--- config.mk ---
export PLATFORM = sky130hd
export DESIGN_NAME = rr_arbiter_8_flat
export DESIGN_NICKNAME = d
export VERILOG_FILES = /design/src/rtl/rr_arbiter_8_pkg.sv /design/src/rtl/rr_arbiter_8_if.sv /design/src/rtl/rr_arbiter_8_pick8.sv /design/src/rtl/rr_arbiter_8.sv /design/src/flat_wrapper.sv
export SDC_FILE = /design/constraint.sdc
export NUM_CORES = 1
export LEC_CHECK = 0
export BUFFER_PORTS_ARGS = -buffer_cell sky130_fd_sc_hd__buf_2
export CAP_MARGIN = 20
export CORE_MARGIN = 4
export CORE_UTILIZATION = 50
export CTS_BUF_LIST = sky130_fd_sc_hd__clkbuf_4
export CTS_CLUSTER_DIAMETER = 80
export DETAILED_ROUTE_END_ITERATION = 10
export PLACE_DENSITY = 0.7
export SLEW_MARGIN = 20
export SYNTH_ARGS = -nofsm -noshare
export SYNTH_HDL_FRONTEND = slang
export SYNTH_SLANG_ARGS = --single-unit
--- constraint.sdc ---
create_clock -name clk -period 11.2 [get_ports clk]
set_input_delay 2.24 -clock clk [delete_from_list [all_inputs] [get_ports clk]]
set_output_delay 2.24 -clock clk [all_outputs]
set_load 0.005 [all_outputs]
--- src/rtl/rr_arbiter_8_pkg.sv ---
// Shared constants, state encoding and helpers for the 8-way round-robin arbiter.
// Imported by the interface, the pick sub-module and the top.
package rr_arbiter_8_pkg;

  localparam int N   = 8;
  localparam int IDW = 3;

  typedef enum logic [0:0] {
    IDLE  = 1'b0,
    GRANT = 1'b1
  } state_t;

  function automatic logic [IDW-1:0] inc_mod8(input logic [IDW-1:0] v);
    return v + IDW'(1);
  endfunction

endpackage

--- src/rtl/rr_arbiter_8_if.sv ---
// Request/grant bundle between the requesters (master) and the arbiter (slave).
interface rr_arbiter_8_if;
  import rr_arbiter_8_pkg::*;

  logic [N-1:0]   req;
  logic [N-1:0]   gnt;
  logic           gnt_valid;
  logic [IDW-1:0] gnt_id;
  logic           preempt;

  modport master (output req, input gnt, gnt_valid, gnt_id, preempt);
  modport slave  (input req, output gnt, gnt_valid, gnt_id, preempt);

endinterface

--- src/rtl/rr_arbiter_8_pick8.sv ---
// Combinational round-robin pick: rotate req so ptr lands at bit 0,
// fixed-priority encode (bit 0 highest), then add ptr back modulo 8.
module rr_pick8
  import rr_arbiter_8_pkg::*;
(
  input  logic [N-1:0]   req,
  input  logic [IDW-1:0] ptr,
  output logic           valid,
  output logic [IDW-1:0] id
);

  logic [N-1:0]   rot;
  logic [IDW-1:0] off;

  always_comb begin
    rot = '0;
    for (int i = 0; i < N; i++) begin
      rot[i] = req[ptr + IDW'(i)];
    end
    off = '0;
    for (int i = N - 1; i >= 0; i--) begin
      if (rot[i]) off = IDW'(i);
    end
    valid = |req;
    id    = off + ptr;
  end

endmodule

--- src/rtl/rr_arbiter_8.sv ---
// Round-robin arbiter for 8 requesters with registered one-hot grant,
// hold-until-release ownership and an optional hold-timeout preemption.
module rr_arbiter_8
  import rr_arbiter_8_pkg::*;
#(
  parameter int MAX_HOLD = 16,
  parameter int CNTW     = 5
) (
  input  logic            clk,
  input  logic            rst_n,
  rr_arbiter_8_if.slave   bus
);

  localparam logic [0:0]      ST_IDLE  = IDLE;
  localparam logic [0:0]      ST_GRANT = GRANT;
  localparam logic [CNTW-1:0] HOLD_MAX = CNTW'(MAX_HOLD);
  localparam logic [N-1:0]    ONE      = N'(1);

  logic [0:0]      state;
  logic [IDW-1:0]  ptr;
  logic [CNTW-1:0] hold_cnt;
  logic [N-1:0]    gnt_r;
  logic            valid_r;
  logic [IDW-1:0]  id_r;
  logic            preempt_r;

  logic            pick_valid;
  logic [IDW-1:0]  pick_id;
  logic            owner_req;
  logic            timeout;

  rr_pick8 u_pick (
    .req   (bus.req),
    .ptr   (ptr),
    .valid (pick_valid),
    .id    (pick_id)
  );

  // Timeout only bites when somebody other than the owner is waiting.
  always_comb begin
    owner_req = bus.req[id_r];
    timeout   = (MAX_HOLD != 0) && (hold_cnt == HOLD_MAX) && (|(bus.req & ~gnt_r));
  end

  always_ff @(posedge clk or negedge rst_n) begin
    if (!rst_n) begin
      state     <= ST_IDLE;
      ptr       <= '0;
      hold_cnt  <= '0;
      gnt_r     <= '0;
      valid_r   <= 1'b0;
      id_r      <= '0;
      preempt_r <= 1'b0;
    end else begin
      preempt_r <= 1'b0;
      case (state)
        ST_IDLE: begin
          if (pick_valid) begin
            state    <= ST_GRANT;
            gnt_r    <= ONE << pick_id;
            valid_r  <= 1'b1;
            id_r     <= pick_id;
            hold_cnt <= CNTW'(1);
          end
        end
        default: begin
          if (!owner_req || timeout) begin
            // Release always detours through IDLE; ptr moves past the owner.
            state     <= ST_IDLE;
            gnt_r     <= '0;
            valid_r   <= 1'b0;
            id_r      <= '0;
            hold_cnt  <= '0;
            ptr       <= inc_mod8(id_r);
            preempt_r <= owner_req;
          end else if ((MAX_HOLD != 0) && (hold_cnt != HOLD_MAX)) begin
            hold_cnt <= hold_cnt + CNTW'(1);
          end
        end
      endcase
    end
  end

  assign bus.gnt       = gnt_r;
  assign bus.gnt_valid = valid_r;
  assign bus.gnt_id    = id_r;
  assign bus.preempt   = preempt_r;

endmodule
--- src/flat_wrapper.sv ---
// flat-port wrapper written by rule: the top's interface ports become plain ports
module rr_arbiter_8_flat import rr_arbiter_8_pkg::*;
#(
  parameter int MAX_HOLD = 16,
  parameter int CNTW     = 5
)
  (clk, rst_n, bus_req, bus_gnt, bus_gnt_valid, bus_gnt_id, bus_preempt);
  rr_arbiter_8_if bus_i ();
  input  logic clk;
  input  logic rst_n;
  input wire logic [$bits(bus_i.req)-1:0] bus_req;
  output wire logic [$bits(bus_i.gnt)-1:0] bus_gnt;
  output wire logic [$bits(bus_i.gnt_valid)-1:0] bus_gnt_valid;
  output wire logic [$bits(bus_i.gnt_id)-1:0] bus_gnt_id;
  output wire logic [$bits(bus_i.preempt)-1:0] bus_preempt;
  assign bus_i.req = bus_req;
  assign bus_gnt = bus_i.gnt;
  assign bus_gnt_valid = bus_i.gnt_valid;
  assign bus_gnt_id = bus_i.gnt_id;
  assign bus_preempt = bus_i.preempt;
  rr_arbiter_8 #(.MAX_HOLD(MAX_HOLD), .CNTW(CNTW)) u_core (.clk(clk), .rst_n(rst_n), .bus(bus_i));
endmodule
Yosys cells after proc, flatten, opt, wreduce, memory -nomap -nowiden --
Cells that the tools add are included.
Storage, ports and cells: logic and storage cells 86, bits in registers 22, output and inout bits 13, input port bits 10
Operators by class: reductions and logical operators 9, add/subtract/negate cells 10, equality and inequality tests 4, bitwise gates (word level) 2, shifts and indexed selects 1, magnitude comparators 9, mux-type cells 44
Operators by type and width (count):
- $lt A3 B4 Y1 const B | 9
- $mux W3 | 11
- $bmux W1 S3 | 9
- $mux W8 | 3
- $mux W5 | 4
- $mux W1 | 17
- $reduce_or A8 Y1 | 2
- $add A3 B3 Y3 const B | 4
- $and A8 B8 Y8 | 1
- $not A8 Y8 | 1
- $shl A1 B3 Y8 const A | 1
- $add A3 B1 Y3 const B | 2
- $add A3 B2 Y3 const B | 2
- $reduce_and A2 Y1 | 3
- $add A5 B1 Y5 const B | 1
- $eq A5 B5 Y1 const B | 1
- $ne A5 B5 Y1 const B | 1
- $add A3 B3 Y3 | 1
- $ne A3 B3 Y1 const B | 1
- $ne A2 B2 Y1 const B | 1
- $reduce_bool A2 Y1 | 1
- $logic_and A1 B1 Y1 | 1
- $logic_not A1 Y1 | 1
- $logic_or A1 B1 Y1 | 1

Depth between registers and ports, before layout --
Gate-level depths: netlist (run 1).
depth in word-level cells 15, depth in mapped cells 17, depth with buffers taken out 14

Modules after synthesis --
Synthesis (run 1) repeated with hierarchy kept, for this count alone.
Second synthesis, totals: cell total of the unflattened synthesis 202, area, all modules 2004.4 µm²
By module, submodules not included:
- rr_arbiter_8 | area each 1381.3 µm², cells each 136, sequential area each 550.5 µm², instances 1
- rr_pick8 | area each 623.1 µm², cells each 66, sequential area each 0.0 µm², instances 1

Worst setup path after synthesis (run 1) --
Ideal clock, no wire load.
path kind input -> register, start in bus_req[7], end reg u_core.gnt_r[2], in the netlist u_core.bus.gnt[2], data arrival time 4.712 ns, path buffers 0, cell stages on the path 10, slack 6.401 ns, library setup time 0.087 ns, data required time 11.113 ns, cells stage by stage mux4_1 > mux2_2 > o21ai_0 > a21oi_1 > a21oi_1 > ha_1 > inv_1 > fa_1 > or4_1 > o211ai_1
On the way: word-level cells in the longest chain between the ends 14, elaborated cells between the ends (all ways) 39, those cells by class 1 x add/sub; 1 x eq/ne; 1 x shift; 28 x mux; 1 x bitwise; 7 x reduce/logical
RTL lines:
- start, declared | RTL line flat_wrapper.sv:11 | input wire logic [$bits(bus_i.req)-1:0] bus_req;
- $bmux W1 S3 | RTL line rr_arbiter_8_pick8.sv:18 | rot[i] = req[ptr + IDW'(i)];
- $mux W1 (implied by the code) | RTL line rr_arbiter_8_pick8.sv:18
- $mux W3 (8 in series) | RTL line rr_arbiter_8_pick8.sv:22 | if (rot[i]) off = IDW'(i);
- $add A3 B3 Y3 | RTL line rr_arbiter_8_pick8.sv:25 | id = off + ptr;
- $shl A1 B3 Y8 | RTL line rr_arbiter_8.sv:60 | gnt_r <= ONE << pick_id;
- $mux W8 | RTL line rr_arbiter_8.sv:58 | if (pick_valid) begin
- $mux W8 | RTL line rr_arbiter_8.sv:56 | case (state)
- end signal, assigned | RTL line rr_arbiter_8.sv:60
- end, declared | RTL line rr_arbiter_8.sv:22 | logic [N-1:0] gnt_r;
Parallel ways exist; a longest one is shown, timed or not. The select of a mux whose other input is x is not followed. A chain may end at the register's enable or synchronous reset.

Worst setup path in the final report (run 1) --
start in bus_req[6], end reg u_core.gnt_r[6], in the netlist u_core.bus.gnt[6]
Same word-level chain as after synthesis.

==> reports/qor.yml, run 1 <==
grt:
  grt_max_degree: 23
  grt-ovfl-total: 0
  grt.total_usage_pct: 19.1
  grt_pass1_wl_um: 7770
  antenna_found_initial: 0
  grt_pass1_vias: 1540
placement:
  dpl.cell_count: 266
  place.gp.congestion: 0.890
  dp_slack_ps: 6030
  dpl_cell_area_mm2: 0.00203
  hpwl_um: 3370
  io_buffers: 22
sta:
  max_slew_margin_pct: 48.8
  worst_pin_slew_ps: 767
  finalCritPeriodShare_pct: 43.4
  rsz0062_at_grt: "false"
  skew_ps: 2.73
  worst_slack_ps: 6340
  finalSetupViolCount: 0
  hold_viol: 0
  clock.fmax_mhz: 206
  drv_slew: 0
  setup_tns_ps: 0
  min_period_ps: 4860
setup_path:
  r2r_slack_ps: 6780
  rr_worst_depth: 12
  crit_type: "input pin to flop"
  rr_endpoint: "u_core.bus.gnt[6]"
  endpoint_kind: "flop"
  r2r_start: "u_core.ptr[0]"
  arrival_ps: 5110
  cpPeakStageDelay_ps: 580
  cp_slowest_cell: "or4_1"
  cp.required_ps: 11440
  cp_max_fo: 7
  endpoint: "u_core.bus.gnt[6]"
  cpMostUsedCell: "a21oi_1"
  crit_start: "bus_req[6]"
  cp_cell_sequence: "buf_2 > mux2i_1 > mux4_2 > a221oi_1 > a21oi_1 > a21oi_1 > ha_1 > inv_1 > fa_1 > or4_1 > o211ai_1"
  start_kind: "input pin"
clock_network:
  cts-htree-levels: 1
  cts_hold_buffers: 0
  clock_tree.buffer_depth: 2
  cts-resized-gates: 0
  cts_tree: "done"
  clock-sinks: 22
  clock_latency_ps: 310
  cts_root_buf: "clkbuf_4"
  clk_pin_slew_ps: 120
  post-cts-setup-buffers: 0
  cts_inserted_buffers: 3
synthesis:
  synth_edf_count: 0
  synth_compound_area_share_pct: 16.5
  ys.flop_type: "dfrtp_1"
  synth_seq_cells: 22
  synth_top_family_by_area: "simple AND/OR/NAND/NOR gates"
  yosysTopAreaCellShare_pct: 28.4
  ys_types: 51
  synthXorXnorAreaFrac_pct: 4.07
  synth-seq-area-share_pct: 28.4
  syn_nets: 226
  synth_area_leaders: "dfrtp_1 (28%), mux4_2 (9.3%), nand3_1 (7.2%), ha_1 (3.9%), mux2i_1 (3.6%)"
  synthAdderAreaFrac_pct: 4.91
  synthArstFlopShare_pct: 100
  synthSimpleGateAreaFrac_pct: 20.7
  syn-mean-instance-area_um2: 9.26
  muxShareOfSynthArea_pct: 18.7
  yosysWarnings: 0
  yosysMostFrequentCell: "nand3_1"
  yosys.area.top_type: "dfrtp_1"
  syn_inst: 209
  syn-cell-area_mm2: 0.00194
  synthTopCellsByCount: "nand3_1 (28), dfrtp_1 (22), inv_1 (14), nand2_1 (14), nor2_1 (12)"
finish:
  register_area_um2: 551
  final_nets: 240
  syn2layout_area_growth_pct: 7.63
  fillers: 364
  n_antenna_cell: 0
  multi_input_area_mm2: 0.00126
  fin_cells: 270
  drive_gt1_share_pct: 20.7
  fin_area_mm2: 0.00208
flow_run:
  drv_cap: 0
floorplan:
  die_w_um: 70.2
  core_mm2: 0.00369
  row_count: 22
  start_util_pct: 52.5
  die_y_um: 70.2
  ios: 23
  dieArea_mm2: 0.00493
route:
  wl_per_cell_um: 16.8
  viasPerCell: 6.24
  drt_pass1_iterations: 5
  route.detailed.drc: 0
  routed_wl_um: 4530
  vias: 1684
  final_antenna_net_count: 0
  drt_iter0_markers: 234
power:
  fin_total_pwr_uw: 674
  vdd_drop_max_mv: 0.125
  leakagePower_uw: 0.000940
  power_density_mw_per_mm2: 324
worst_hold_path:
  hold_class: "flop to flop"
outcome:
  status: "finished clean"
## placed cells by master (no fill, tap or decap), types with 3 or more instances in the layout
cell type and n:
nor4_1 3, nand4_1 5, nor2_1 12, inv_1 14, clkbuf_4 3, and3_1 3, a21o_1 3, a32oi_1 3
mux4_2 8, mux2_2 4, dfrtp_1 22, o22ai_1 4, mux2i_1 7, buf_2 22, xor2_1 7, ha_1 6
a21oi_1 5, o21ai_0 11, nand3_1 28, nand2_1 14
## power by group
| part | internal, uW | leakage (uW) | switching (uW) | total, uW |
|---|---|---|---|---|
| logic | 201 | 0.000625 | 257 | 458 |
| clock network | 36.2 | 0.0000279 | 25.5 | 61.7 |
| registers | 105 | 0.000287 | 50.1 | 155 |
## stage by stage
step           hold slack (ps)  utilization, %
2_1_floorplan              471               -
3_3_place_gp               457            55.1
5_1_grt                    522            56.5
4_1_cts                    498            56.5
3_5_place_dp               458            55.1
6_report                   494            56.5
## cell families (layout without fill, tap and decap cells)
group | Yosys count | count (layout)
flip-flops | 22 | 22
XOR/XNOR | 9 | 9
AO/OA/AOI/OAI | 45 | 45
buffers and inverters | 27 | 40
adder cells (fa/ha/maj) | 7 | 7
multiplexers | 22 | 22
AND/OR/NAND/NOR | 77 | 77
## state kept, by name, indices dropped and copies added, names as in the netlist
register,cells
u_core.bus.preempt,1
u_core.bus.gnt,8
u_core.bus.gnt_id,3
u_core.ptr,3
u_core.state,1
u_core.bus.gnt_valid,1
u_core.hold_cnt,5
## critical path: cells and delay by family
kind / cells / cell delay, ps
compound gates: 4 / 670
fa+ha+maj: 2 / 680
buf+inv: 2 / 200
mux: 2 / 730
simple gates: 1 / 580
## how the worst min path moves through the flow
stage                                      end  slack (ps)                  from  cells past startpoint
after floorplan           u_core.bus.gnt_valid         470  u_core.bus.gnt_valid                      2
after global placement    u_core.bus.gnt_valid         460  u_core.bus.gnt_valid                      2
after detailed placement  u_core.bus.gnt_valid         460  u_core.bus.gnt_valid                      2
after CTS                 u_core.bus.gnt_valid         500  u_core.bus.gnt_valid                      2
after global routing      u_core.bus.gnt_valid         520  u_core.bus.gnt_valid                      2
final                     u_core.bus.gnt_valid         490  u_core.bus.gnt_valid                      2
## area by class of cell
class / count / area share (%)
clock buffer: 3 / 1.08
multi-input combinational: 160 / 60.4
clock inverter: 1 / 1.44
timing repair buffer: 22 / 5.29
inverter: 14 / 2.52
tap: 48 / 2.88
sequential: 22 / 26.4
## metal layers
layer  vias up  part of all wire [%]  track usage (%)  wire (um)
met5         -                     0                0          0
met4         0                  0.35             1.91         16
met3         4                   6.2             4.03        280
met2        52                    46             29.9       2090
met1       818                    47             28.1       2150
li1        810                     -                -          -
No activity file was read; power rests on OpenSTA's default activity.
==> run 2, diff against run 1 <==
==> constraint.sdc (replaced) <==
create_clock -name clk -period 4.66 [get_ports clk]
set_input_delay 0.932 -clock clk [delete_from_list [all_inputs] [get_ports clk]]
set_output_delay 0.932 -clock clk [all_outputs]
set_load 0.005 [all_outputs]
==> run 2 against run 1 <==
Compared with the run above: clock skew up 0.72 ps; hold slack better by 3.5 ps; critical path depth up 1; global-route usage down 0.17 points; register-to-register slack worse by 6100 ps; sequential power up 120%; cell count up 0.74%; largest power group unchanged; highest routed layer unchanged.
==> reports/qor.yml, run 2 (same netlist as run 1, synthesis figures left out) <==
outcome:
  status: "finished clean"  # unchanged
placement:
  dp_slack_ps: 687  # was 6030 ps
  place.gp.congestion: 0.884  # was 0.890
  io_buffers: 22  # unchanged
  hpwl_um: 3430  # was 3370 um
clock_network:
  cts_inserted_buffers: 3  # unchanged
  cts-resized-gates: 0  # unchanged
  clock-sinks: 22  # unchanged
  cts_hold_buffers: 0  # unchanged
  post-cts-setup-buffers: 0  # unchanged
  clock_latency_ps: 310  # about the same
  cts_tree: "done"  # unchanged
  cts-htree-levels: 1  # unchanged
  clk_pin_slew_ps: 120  # about the same
  cts_root_buf: "clkbuf_4"  # unchanged
  clock_tree.buffer_depth: 2  # unchanged
finish:
  layout_common_cells: "nand3_1 (28), buf_2 (22), dfrtp_1 (22), inv_1 (14), nand2_1 (14)"  # unchanged
  drive_gt1_share_pct: 21.0  # was 20.7%
  n_antenna_cell: 0  # unchanged
  syn2layout_area_growth_pct: 7.05  # was 7.63%
  largest_reg_flops: 8  # unchanged
  final_nets: 242  # was 240
  layout_commonest_cell: "nand3_1"  # unchanged
sta:
  setup_tns_ps: 0  # unchanged
  skew_ps: 3.44  # was 2.73 ps
  rsz0062_at_grt: "false"  # unchanged
  max_slew_margin_pct: 52.4  # was 48.8%
  clock.fmax_mhz: 249
  min_period_ps: 4020
  worst_slack_ps: 638  # was 6340 ps
  finalSetupViolCount: 0  # unchanged
  finalCritPeriodShare_pct: 86.3
  hold_viol: 0  # unchanged
  worst_pin_slew_ps: 714  # was 767 ps
  drv_slew: 0  # unchanged
setup_path:
  rr_endpoint: "u_core.bus.gnt[2]"  # was u_core.bus.gnt[6]
  cp_max_fo: 8  # was 7
  start_kind: "flop"  # was input pin
  rr_worst_depth: 12  # unchanged
  cp_cell_sequence: "inv_1 > ha_1 > mux2i_1 > mux4_2 > a221oi_1 > a21oi_1 > a21oi_1 > ha_1 > inv_1 > fa_1 > or4_1 > o211ai_1"  # was buf_2 > mux2i_1 > mux4_2 > a221oi_1 > a21oi_1 > a21oi_1 > ha_1 > inv_1 > fa_1 > or4_1 > o211ai_1
  endpoint_kind: "flop"  # unchanged
  arrival_ps: 4260  # was 5110 ps
  r2r_start: "u_core.ptr[1]"  # was u_core.ptr[0]
  cpPeakStageDelay_ps: 570  # was 580 ps
  cp_slowest_cell: "or4_1"  # unchanged
  crit_type: "flop to flop"  # was input pin to flop
  r2r_slack_ps: 640  # was 6780 ps
  cp.required_ps: 4900  # was 11,440 ps
grt:
  grt.total_usage_pct: 19.0  # was 19.1%
  grt_pass1_wl_um: 7780  # was 7770 um
  grt_pass1_vias: 1618  # was 1,540
  grt-ovfl-total: 0  # unchanged
  grt_max_degree: 23  # unchanged
  antenna_found_initial: 0  # unchanged
floorplan:
  dieArea_mm2: 0.00493  # unchanged
  die_w_um: 70.2  # unchanged
  ios: 23  # unchanged
  core_mm2: 0.00369  # unchanged
  die_y_um: 70.2  # unchanged
  row_count: 22  # unchanged
  start_util_pct: 52.5  # unchanged
power:
  leakagePower_uw: 0.000937  # was 0.000940 uW
  power_density_mw_per_mm2: 762  # was 324 mW/mm2
  vdd_drop_max_mv: 0.329  # was 0.125 mV
route:
  route.detailed.drc: 0  # unchanged
  viasPerCell: 6.18  # was 6.24
  drt_pass1_iterations: 4  # was 5
  vias: 1682  # was 1,684
  final_antenna_net_count: 0  # unchanged
  routed_wl_um: 4510  # was 4530 um
  wl_per_cell_um: 16.6  # was 16.8 um
  drt_iter0_markers: 159  # was 234
worst_hold_path:
  min_to: "u_core.bus.gnt_valid"  # unchanged
  hold_class: "flop to flop"  # unchanged
  hold-path-cell-count: 2  # unchanged
  min_from: "u_core.bus.gnt_valid"  # unchanged
flow_run:
  drv_cap: 0  # unchanged
[run 2: cell types whose count changed in the layout (fill, tap and decap cells not counted)]
cell,change
buf_4,+2
bufinv_16,-1
clkinv_1,+1
[run 2: how the worst max path moves through the flow]
| stage | startpoint | endpoint |
|---|---|---|
| floorplan | u_core.ptr[0] | u_core.bus.gnt[2] |
| global placement | u_core.ptr[1] | u_core.bus.gnt[6] |
| detailed placement | u_core.ptr[1] | u_core.bus.gnt[2] |
| CTS | u_core.ptr[1] | u_core.bus.gnt[2] |
| global route | u_core.ptr[1] | u_core.bus.gnt[2] |
| finish | u_core.ptr[1] | u_core.bus.gnt[2] |
[run 2: layout make-up]
class | instances | area (um2)
sequential | 22 | 551
inverter | 14 | 52.6
clock buffer | 3 | 22.5
clock inverter | 1 | 3.75
multi-input combinational | 160 | 1260
fill | 348 | 1620
timing repair buffer | 24 | 125
tap | 48 | 60.1
[run 2: stage by stage]
| step | cell area (um2) | cells | hold WS [ps] | utilization, % | total power [uW] |
|---|---|---|---|---|---|
| 6_report | 2070 | 272 | 498 | 56.2 | 1580 |
| 5_1_grt | 2070 | 272 | 556 | 56.2 | 1730 |
| 4_1_cts | 2070 | 272 | 499 | 56.2 | 1580 |
| 3_5_place_dp | 2050 | 268 | 465 | 55.5 | 1480 |
| 3_3_place_gp | 2050 | 268 | 458 | 55.5 | 1470 |
| 2_1_floorplan | 1940 | 209 | 471 | - | 1260 |
[run 2: power breakdown]
part	leakage (uW)	internal [uW]	switching, uW
clock	0.0000154	31.4	58.9
sequential	0.000287	253	84.1
combinational	0.000635	492	659
[run 2: metal layers]
layer	GRT usage, %	vias up	routed length (um)
met5	0	-	0
met4	3.40	0	38
met3	3.88	7	301
met2	28.5	62	1990
met1	28.3	797	2180
li1	-	816	-
[run 2: critical path, delay by kind of cell, from the launching register on]
family	cells	cell delay [ps]
flip-flops	1	550
buffers and inverters	2	220
adder cells (fa/ha/maj)	3	1180
multiplexers	2	770
AND/OR/NAND/NOR	1	570
AO/OA/AOI/OAI	4	670
